**src/rtl/tmds_channel_encoder_if.sv**
```systemverilog
// Pixel-side signal bundle for tmds_channel_encoder.
// TMDS_TERC4_EN adds the HDMI data-island signals island/aux.
interface tmds_channel_encoder_if #(
    parameter int NUM_CH = 3,
    parameter int DISP_W = 5
);
    logic                       vde;
    logic [2*NUM_CH-1:0]        ctrl;
    logic [8*NUM_CH-1:0]        data;
    logic [10*NUM_CH-1:0]       tmds;
    logic [DISP_W*NUM_CH-1:0]   disp;
`ifdef TMDS_TERC4_EN
    logic                       island;
    logic [4*NUM_CH-1:0]        aux;

    modport master (output vde, ctrl, data, island, aux, input tmds, disp);
    modport slave  (input vde, ctrl, data, island, aux, output tmds, disp);
`else
    modport master (output vde, ctrl, data, input tmds, disp);
    modport slave  (input vde, ctrl, data, output tmds, disp);
`endif
endinterface

```
**src/rtl/tmds_channel_encoder.sv**
```systemverilog
// Multi-lane DVI TMDS encoder: transition-minimising stage, then DC-balancing stage.
// Optional macro TMDS_TERC4_EN adds HDMI TERC4 data-island symbols when vde is low.
module tmds_channel_encoder #(
    parameter int NUM_CH = 3,
    parameter int DISP_W = 5
) (
    input  logic                  pix_clk,
    input  logic                  rst_n,
    tmds_channel_encoder_if.slave bus
);
    localparam logic [9:0] CTRL_00 = 10'b1101010100;
    localparam logic [9:0] CTRL_01 = 10'b0010101011;
    localparam logic [9:0] CTRL_10 = 10'b0101010100;
    localparam logic [9:0] CTRL_11 = 10'b1010101011;

    localparam logic signed [DISP_W-1:0] ZERO  = '0;
    localparam logic signed [DISP_W-1:0] TWO   = DISP_W'(2);
    localparam logic signed [DISP_W-1:0] EIGHT = DISP_W'(8);

    function automatic logic [9:0] ctrl_symbol(input logic [1:0] c);
        logic [9:0] sym;
        case (c)
            2'b00:   sym = CTRL_00;
            2'b01:   sym = CTRL_01;
            2'b10:   sym = CTRL_10;
            default: sym = CTRL_11;
        endcase
        return sym;
    endfunction

`ifdef TMDS_TERC4_EN
    function automatic logic [9:0] terc4(input logic [3:0] a);
        logic [9:0] sym;
        case (a)
            4'h0:    sym = 10'b1010011100;
            4'h1:    sym = 10'b1001100011;
            4'h2:    sym = 10'b1011100100;
            4'h3:    sym = 10'b1011100010;
            4'h4:    sym = 10'b0101110001;
            4'h5:    sym = 10'b0100011110;
            4'h6:    sym = 10'b0110001110;
            4'h7:    sym = 10'b0100111100;
            4'h8:    sym = 10'b1011001100;
            4'h9:    sym = 10'b0100111001;
            4'hA:    sym = 10'b0110011100;
            4'hB:    sym = 10'b1011000110;
            4'hC:    sym = 10'b1010001110;
            4'hD:    sym = 10'b1001110001;
            4'hE:    sym = 10'b0101100011;
            default: sym = 10'b1011000011;
        endcase
        return sym;
    endfunction

    logic island_s;
`endif

    logic vde_s;

    always_ff @(posedge pix_clk or negedge rst_n) begin
        if (!rst_n) begin
            vde_s <= 1'b0;
`ifdef TMDS_TERC4_EN
            island_s <= 1'b0;
`endif
        end else begin
            vde_s <= bus.vde;
`ifdef TMDS_TERC4_EN
            island_s <= bus.island;
`endif
        end
    end

    for (genvar k = 0; k < NUM_CH; k++) begin : g_lane
        logic [7:0]               d;
        logic [3:0]               n1;
        logic                     use_xnor;
        logic [8:0]               qm;
        logic [8:0]               qm_s;
        logic [3:0]               ones_s;
        logic [1:0]               ctrl_s;
        logic signed [DISP_W-1:0] n1_s;
        logic signed [DISP_W-1:0] diff;
        logic signed [DISP_W-1:0] cnt_r;
        logic signed [DISP_W-1:0] cnt_nxt;
        logic [9:0]               tmds_r;
        logic [9:0]               tmds_nxt;
`ifdef TMDS_TERC4_EN
        logic [3:0]               aux_s;
`endif

        assign d = bus.data[8*k +: 8];

        always_comb begin
            n1       = 4'($countones(d));
            use_xnor = (n1 > 4'd4) || ((n1 == 4'd4) && !d[0]);
            qm       = '0;
            qm[0]    = d[0];
            for (int i = 1; i < 8; i++) begin
                qm[i] = use_xnor ? ~(qm[i-1] ^ d[i]) : (qm[i-1] ^ d[i]);
            end
            qm[8] = ~use_xnor;
        end

        always_ff @(posedge pix_clk or negedge rst_n) begin
            if (!rst_n) begin
                qm_s   <= '0;
                ones_s <= '0;
                ctrl_s <= 2'b00;
`ifdef TMDS_TERC4_EN
                aux_s  <= '0;
`endif
            end else begin
                qm_s   <= qm;
                ones_s <= 4'($countones(qm[7:0]));
                ctrl_s <= bus.ctrl[2*k +: 2];
`ifdef TMDS_TERC4_EN
                aux_s  <= bus.aux[4*k +: 4];
`endif
            end
        end

        // diff = N1 - N0; a nonzero cnt with the same sign as diff means the symbol must be inverted
        always_comb begin
            n1_s     = DISP_W'(ones_s);
            diff     = n1_s + n1_s - EIGHT;
            tmds_nxt = CTRL_00;
            cnt_nxt  = cnt_r;
            if (!vde_s) begin
                cnt_nxt  = ZERO;
                tmds_nxt = ctrl_symbol(ctrl_s);
`ifdef TMDS_TERC4_EN
                if (island_s) begin
                    tmds_nxt = terc4(aux_s);
                end
`endif
            end else if ((cnt_r == ZERO) || (diff == ZERO)) begin
                tmds_nxt = {~qm_s[8], qm_s[8], qm_s[8] ? qm_s[7:0] : ~qm_s[7:0]};
                cnt_nxt  = qm_s[8] ? (cnt_r + diff) : (cnt_r - diff);
            end else if (cnt_r[DISP_W-1] == diff[DISP_W-1]) begin
                tmds_nxt = {1'b1, qm_s[8], ~qm_s[7:0]};
                cnt_nxt  = cnt_r - diff + (qm_s[8] ? TWO : ZERO);
            end else begin
                tmds_nxt = {1'b0, qm_s[8], qm_s[7:0]};
                cnt_nxt  = cnt_r + diff - (qm_s[8] ? ZERO : TWO);
            end
        end

        always_ff @(posedge pix_clk or negedge rst_n) begin
            if (!rst_n) begin
                tmds_r <= CTRL_00;
                cnt_r  <= ZERO;
            end else begin
                tmds_r <= tmds_nxt;
                cnt_r  <= cnt_nxt;
            end
        end

        assign bus.tmds[10*k +: 10]        = tmds_r;
        assign bus.disp[DISP_W*k +: DISP_W] = cnt_r;
    end
endmodule

```
**src/flat_wrapper.sv**
```systemverilog
// flat-port wrapper written by rule: the top's interface ports become plain ports
module tmds_channel_encoder_flat 
#(
    parameter int NUM_CH = 3,
    parameter int DISP_W = 5
)
  (pix_clk, rst_n, bus_vde, bus_ctrl, bus_data, bus_tmds, bus_disp);
  tmds_channel_encoder_if #(.NUM_CH(NUM_CH), .DISP_W(DISP_W)) bus_i ();
  input  logic pix_clk;
  input  logic rst_n;
  input wire logic [$bits(bus_i.vde)-1:0] bus_vde;
  input wire logic [$bits(bus_i.ctrl)-1:0] bus_ctrl;
  input wire logic [$bits(bus_i.data)-1:0] bus_data;
  output wire logic [$bits(bus_i.tmds)-1:0] bus_tmds;
  output wire logic [$bits(bus_i.disp)-1:0] bus_disp;
  assign bus_i.vde = bus_vde;
  assign bus_i.ctrl = bus_ctrl;
  assign bus_i.data = bus_data;
  assign bus_tmds = bus_i.tmds;
  assign bus_disp = bus_i.disp;
  tmds_channel_encoder #(.NUM_CH(NUM_CH), .DISP_W(DISP_W)) u_core (.pix_clk(pix_clk), .rst_n(rst_n), .bus(bus_i));
endmodule
```
**config.mk**
```make
export PLATFORM = sky130hd
export DESIGN_NAME = tmds_channel_encoder_flat
export DESIGN_NICKNAME = d
export VERILOG_FILES = /design/src/rtl/tmds_channel_encoder_if.sv /design/src/rtl/tmds_channel_encoder.sv /design/src/flat_wrapper.sv
export SDC_FILE = /design/constraint.sdc
export NUM_CORES = 1
export LEC_CHECK = 0
export ABC_AREA = 1
export BUFFER_PORTS_ARGS = -buffer_cell sky130_fd_sc_hd__buf_2
export CAP_MARGIN = 20
export CORE_ASPECT_RATIO = 1.75
export CORE_MARGIN = 2
export CORE_UTILIZATION = 40
export DETAILED_ROUTE_END_ITERATION = 16
export MAX_ROUTING_LAYER = met4
export PLACE_DENSITY = 0.68
export SLEW_MARGIN = 10
export SYNTH_ARGS = -nofsm -noshare
export SYNTH_HDL_FRONTEND = slang
export SYNTH_SLANG_ARGS = --single-unit
```
**constraint.sdc**
```tcl
create_clock -name pix_clk -period 3.85 [get_ports pix_clk]
set_clock_uncertainty 0.15 [all_clocks]
set_input_delay 0.385 -clock pix_clk [delete_from_list [all_inputs] [get_ports pix_clk]]
set_output_delay 0.385 -clock pix_clk [all_outputs]
set_load 0.005 [all_outputs]
```
After elaboration in Yosys (flattened, before gate mapping)
Index checks and enable logic that the tools add are counted.
Widths: inputs -> output; s select.

operators by class
  bitwise gates (word level) = 51
  mux-type cells = 54
  eq/ne operators = 12
  $lt $le $gt $ge = 3
  add/sub/neg operators = 60
  reduce and logical (&&, ||, !) cells = 21

operators with widths
  kind                 count
  $mux 10              9
  $pmux 10 s3          3
  $add 4x4->4          18
  $mux 5               12
  $add 1x1->2          24
  $add 5x5->5          6
  $logic_not 5->1      6
  $sub 5x5->5          6
  $not 1->1            27
  $mux 8               3
  $not 8->8            3
  $mux 1               21
  $xor 1x1->1          21
  $add 4x4->5          3
  $sub 5x5->5 const B  3
  $eq 4x3->1 const B   3
  $gt 4x3->1 const B   3
  $mux 2               6
  $eq 2x1->1 const B   3
  $eq 2x2->1 const B   3
  $logic_not 2->1      3
  $logic_or 1x1->1     6
  $eq 1x1->1           3
  $logic_and 1x1->1    3
  $logic_not 1->1      3

storage, ports and cells
  bits in registers = 91
  input port bits = 33
  word-level logic and storage cells = 217

Logic depth before layout (Yosys ltp)
  depth after elaboration = 28
  gate-level depth with buffers = 27
  mapped depth without buffers = 27

Least setup slack after synthesis
OpenSTA, ideal clock, no wires.

  kind = input-to-reg
  start = input bus_data[14]
  end = register u_core.g_lane[1].ones_s[2]
  stages on the path = 24
  path slack = -1.432 ns
  setup time = 0.136 ns
  data arrival time = 4.996 ns
  cell sequence = ha_1 fa_1 fa_1 ha_1 inv_1 fa_1 inv_1 nand2_1 nand2_1 nand2_1 nand2_1 nand2_1 nand3_1 nand2_1 nand2_1 nand3_1 nand2_1 inv_2 nand2_1 fa_1 inv_1 fa_1 ha_1 fa_1

between the ends
  cells in the longest elaborated chain, start to end = 28
  elaborated cells on any way between the ends = 33

RTL lines
  what                                                RTL line                     RTL
  start, declared                                     flat_wrapper.sv:13           input wire logic [$bits(bus_i.data)-1:0] bus_data;
  $add 1x1->2 (implied by the code) (*)               tmds_channel_encoder.sv:95   n1 = 4'($countones(d));
  $add 4x4->4 (implied by the code) (*) (2 in a row)  tmds_channel_encoder.sv:95
  branches (longest 2 deep; another with $gt 4x3->1)  n/a
  $logic_or 1x1->1 (*)                                tmds_channel_encoder.sv:96   use_xnor = (n1 > 4'd4) || ((n1 == 4'd4) && !d[0]);
  $mux 1                                              tmds_channel_encoder.sv:100  qm[i] = use_xnor ? ~(qm[i-1] ^ d[i]) : (qm[i-1] ^ d[i]);
  $xor 1x1->1                                         tmds_channel_encoder.sv:100
  $not 1->1                                           tmds_channel_encoder.sv:100
  $mux 1                                              tmds_channel_encoder.sv:100
  [3 not listed]                                      n/a
  via u_core.g_lane[1].qm[3]                          tmds_channel_encoder.sv:78   logic [8:0] qm;
  [6 not listed]                                      n/a
  via u_core.g_lane[1].qm[5]                          tmds_channel_encoder.sv:78
  [1 not listed]                                      n/a
  $not 1->1                                           tmds_channel_encoder.sv:100
  $mux 1 (*)                                          tmds_channel_encoder.sv:100
  $xor 1x1->1 (*)                                     tmds_channel_encoder.sv:100
  $not 1->1                                           tmds_channel_encoder.sv:100
  $mux 1 (*)                                          tmds_channel_encoder.sv:100
  via u_core.g_lane[1].qm[7]                          tmds_channel_encoder.sv:78
  $add 1x1->2 (implied by the code) (*)               tmds_channel_encoder.sv:115  ones_s <= 4'($countones(qm[7:0]));
  $add 4x4->4 (implied by the code) (*) (2 in a row)  tmds_channel_encoder.sv:115
  end signal, assigned                                tmds_channel_encoder.sv:115
  end, declared                                       tmds_channel_encoder.sv:80   logic [3:0] ones_s;

Mark *: on every way through the listed nets, which the timed path passes.

Worst setup path after layout
  start = input bus_data[10]
  end = register u_core.g_lane[1].ones_s[2]

between the ends
  cells in the longest elaborated chain, start to end = 28
  elaborated cells on any way between the ends = 33

RTL lines
  what                                                  RTL line
  branches (longest 18 deep; another with $add 4x4->4)  n/a
  $mux 1 (*)                                            tmds_channel_encoder.sv:100
  via u_core.g_lane[1].qm[5]                            tmds_channel_encoder.sv:78
  $xor 1x1->1 (*)                                       tmds_channel_encoder.sv:100
  $not 1->1                                             tmds_channel_encoder.sv:100
  $mux 1 (*)                                            tmds_channel_encoder.sv:100
  $xor 1x1->1 (*)                                       tmds_channel_encoder.sv:100
  $not 1->1                                             tmds_channel_encoder.sv:100
  $mux 1 (*)                                            tmds_channel_encoder.sv:100
  via u_core.g_lane[1].qm[7]                            tmds_channel_encoder.sv:78
  $add 1x1->2 (implied by the code) (*)                 tmds_channel_encoder.sv:115
  $add 4x4->4 (implied by the code) (*) (2 in a row)    tmds_channel_encoder.sv:115

Marks and branches as above.

==> qor.txt <==
status: complete, but fails checks
failing checks: setup timing
Syn Inst Count: 696
slew of the pin with the lowest slew margin: 708 ps
DRT antenna net count: 0
Max Fclk: 0.201 GHz
post-synthesis sequential area ratio: 36.3%
Fill cells: 1,367
Crit. End Element: flip-flop
n_diodes: 0
vias per std cell: 4.78
Worst Hold Class: input port to flip-flop
worst vdd ir: 0.373 mV
Worst Hold Depth: 1
RSZ-0062 raised after global routing: yes
worst hold endpoint: u_core.g_lane[1].ctrl_s[1]$_DFF_PN0_
area of the multi-input gates: 3840 sq um
Slew HR: 52.3%
Avg Synthesized Cell Area: 8.80 sq um
Startpoint Class: input port
number of antenna violations at the first check in global routing: 0
first-pass GRT wire length: 23,000 um
most frequent cells in the layout: nand2_1, inv_1, buf_4, dfrtp_1, ha_1
maximum fanout along the worst path: 4
DR vias: 4,976
placed cell area: 7340 sq um
fin crit share: 129%
Detailed Route Iter0 Violations: 144
routed wl met2: 8190 um
synthesis-stage register bit count: 88
Arr. time, crit path: 5050 ps
Clk pin slew, worst setup/hold paths: 70 ps
final instance area: 8080 sq um
commonest non-fill, non-tap cell in the layout: nand2_1
post-synth top area cell: dfrtp_1
GRT Residual Overflow: 0
top cell type's share of synthesized area: 29.8%
M1 wire length: 4970 um
Util after Layout: 54.2%
CTS tree: done
Leak: 0.00418 uW
vias in the first global route: 5,078
H-tree levels: 3
Worst R2R Setup Slack: 1450 ps
Critical Path RT: 3920 ps
gr usage total: 18.0%
DRC violations left: 0
DR top layer: met4
Placeable Area: 14,900 sq um
ranking of synthesized cells by area: dfrtp_1, ha_1, nand2_1, fa_1, dfstp_2
chip width: 97.5 um
fin crit period: 4980 ps
largest net degree at the start of global routing: 58
cts bufs inserted: 9
Chip Height: 168 um
IO Port Bufs: 74
max-cap violations: 0
Final Wtd Congestion: 0.876
synthesized cell area: 6120 sq um
CTS Root Cell: clkbuf_16
PD cells: 879 nW/um^2
Layout Area Growth over Synthesis: 32.0%
Avg WL per Cell: 13.3 um
clk buf depth: 2
R2R cell count: 8
Final WS setup: -1130 ps
DRT Pass-1 Iters: 4
worst setup path class: input port to flip-flop
Total Wirelength: 13,900 um
dpl hpwl: 11,000 um
Reg-to-Reg Start: u_core.g_lane[1].cnt_r[1]$_DFF_PN0_
Slew Viols, Final: 0
share of layout cells above drive strength 1: 33.1%
final setup fails: 9
DR WL met3: 329 um
final hold vios: 0
top-level I/O count: 78
hold wc startpoint: bus_ctrl[3]
die area: 16,400 sq um
Yosys warnings: 0
CTS Sinks: 88
Layout Nets: 985
Critical R2R Capture: u_core.g_lane[1].cnt_r[4]$_DFF_PN0_
Synth cell types: 36
register area: 2220 sq um
clock insertion delay at the later pin of the skew report: 350 ps
FP Rows: 59
initial core utilization: 41.1%
==> kinds of logic after synthesis <==
group	synth area share, %
DFF	36.3
buffers and inverters	7.83
adders and majority gates	23.2
and+or+nand+nor	17.3
xor gates and xnor gates	6.72
AOI/OAI and AO/OA	8.60
other	0.0612
==> timing repair <==
item / 4_1_cts / 5_1_grt
hold endpoints to repair: 49 / 0
setup endpoints to repair: 9 / 10
gates resized for setup: 49 / 30
setup buffers: 8 / 7
hold buffers: 6 / 0
pin swaps: 46 / 21
==> metrics by stage <==
stage / hold slack [ps] / cells / power (uW) / setup TNS, ps / setup slack [ps]
2_1_floorplan: -60.6 / 698 / 4730 / -8300 / -1180
3_3_place_gp: 322 / 1004 / 5850 / -11340 / -1410
3_5_place_dp: 333 / 1004 / 5990 / -11740 / -1480
4_1_cts: 4.57 / 1034 / 7010 / -7590 / -1080
5_1_grt: 6.25 / 1041 / 7850 / -8880 / -1320
6_report: 19.2 / 1041 / 7100 / -7500 / -1130
==> how the worst max path moves through the flow <==
stage	start	endpoint	cells past startpoint
6_report	bus_data[10]	u_core.g_lane[1].ones_s[2]$_DFF_PN0_	23
5_1_grt	bus_data[10]	u_core.g_lane[1].ones_s[2]$_DFF_PN0_	24
4_1_cts	bus_data[15]	u_core.g_lane[1].ones_s[2]$_DFF_PN0_	23
3_5_place_dp	bus_data[10]	u_core.g_lane[1].ones_s[2]$_DFF_PN0_	25
3_3_place_gp	bus_data[10]	u_core.g_lane[1].ones_s[2]$_DFF_PN0_	23
2_1_floorplan	bus_data[10]	u_core.g_lane[1].ones_s[2]$_DFF_PN0_	24
==> cells in the mapped netlist (all sizes together) <==
cell type	number
nand2	149
inv	107
ha	75
dfrtp	73
o21ai	55
nor2	52
nand3	41
xor2	31
fa	24
a21oi	20
dfstp	15
xnor2	10
o211ai	9
buf	8
or2	8
nand4	6
clkbuf	4
o2111ai	3
a31o	1
conb	1
nand3b	1
o21a	1
o21bai	1
o31ai	1
==> area by class of cell <==
class / count / share of cell area [%]
sequential: 88 / 27.5
timing repair buffer: 156 / 13.6
inverter: 107 / 5.06
tap: 183 / 2.83
clock inverter: 6 / 0.650
clock buffer: 10 / 2.83
multi-input combinational: 491 / 47.5
==> power breakdown <==
part	total (uW)	internal (uW)	switching [uW]
clock	825	446	379
combinational	4650	2010	2640
sequential	1630	1370	257
total	7100	3830	3280
==> metal layers <==
metal / vias up / global-route usage, %
met1: 2354 / 17.4
met5: - / -
li1: 2512 / -
met3: 23 / 2.50
met2: 87 / 35.1
met4: 0 / 7.31
==> registers in the layout (all words and copies together) (netlist names) <==
name,count
u_core.g_lane.ones_s,12
u_core.g_lane.ctrl_s,6
u_core.vde_s,1
u_core.g_lane.qm_s,27
u_core.g_lane.tmds_r,30
u_core.g_lane.cnt_r,12
==> worst max-delay path, cell delays in order <==
cell,delay (ps)
buf_2,120
ha_4,160
fa_1,490
fa_1,500
ha_2,170
inv_2,40
fa_1,480
nor2_1,110
nand3_1,120
nand2_2,140
xor2_2,200
nand3_4,130
nand2_4,100
nand2_2,70
nand3_2,60
nand2_1,60
inv_2,60
nand2_2,50
fa_1,490
inv_1,50
fa_1,450
ha_2,200
fa_1,420
No activity file was read; power rests on OpenSTA's default activity.
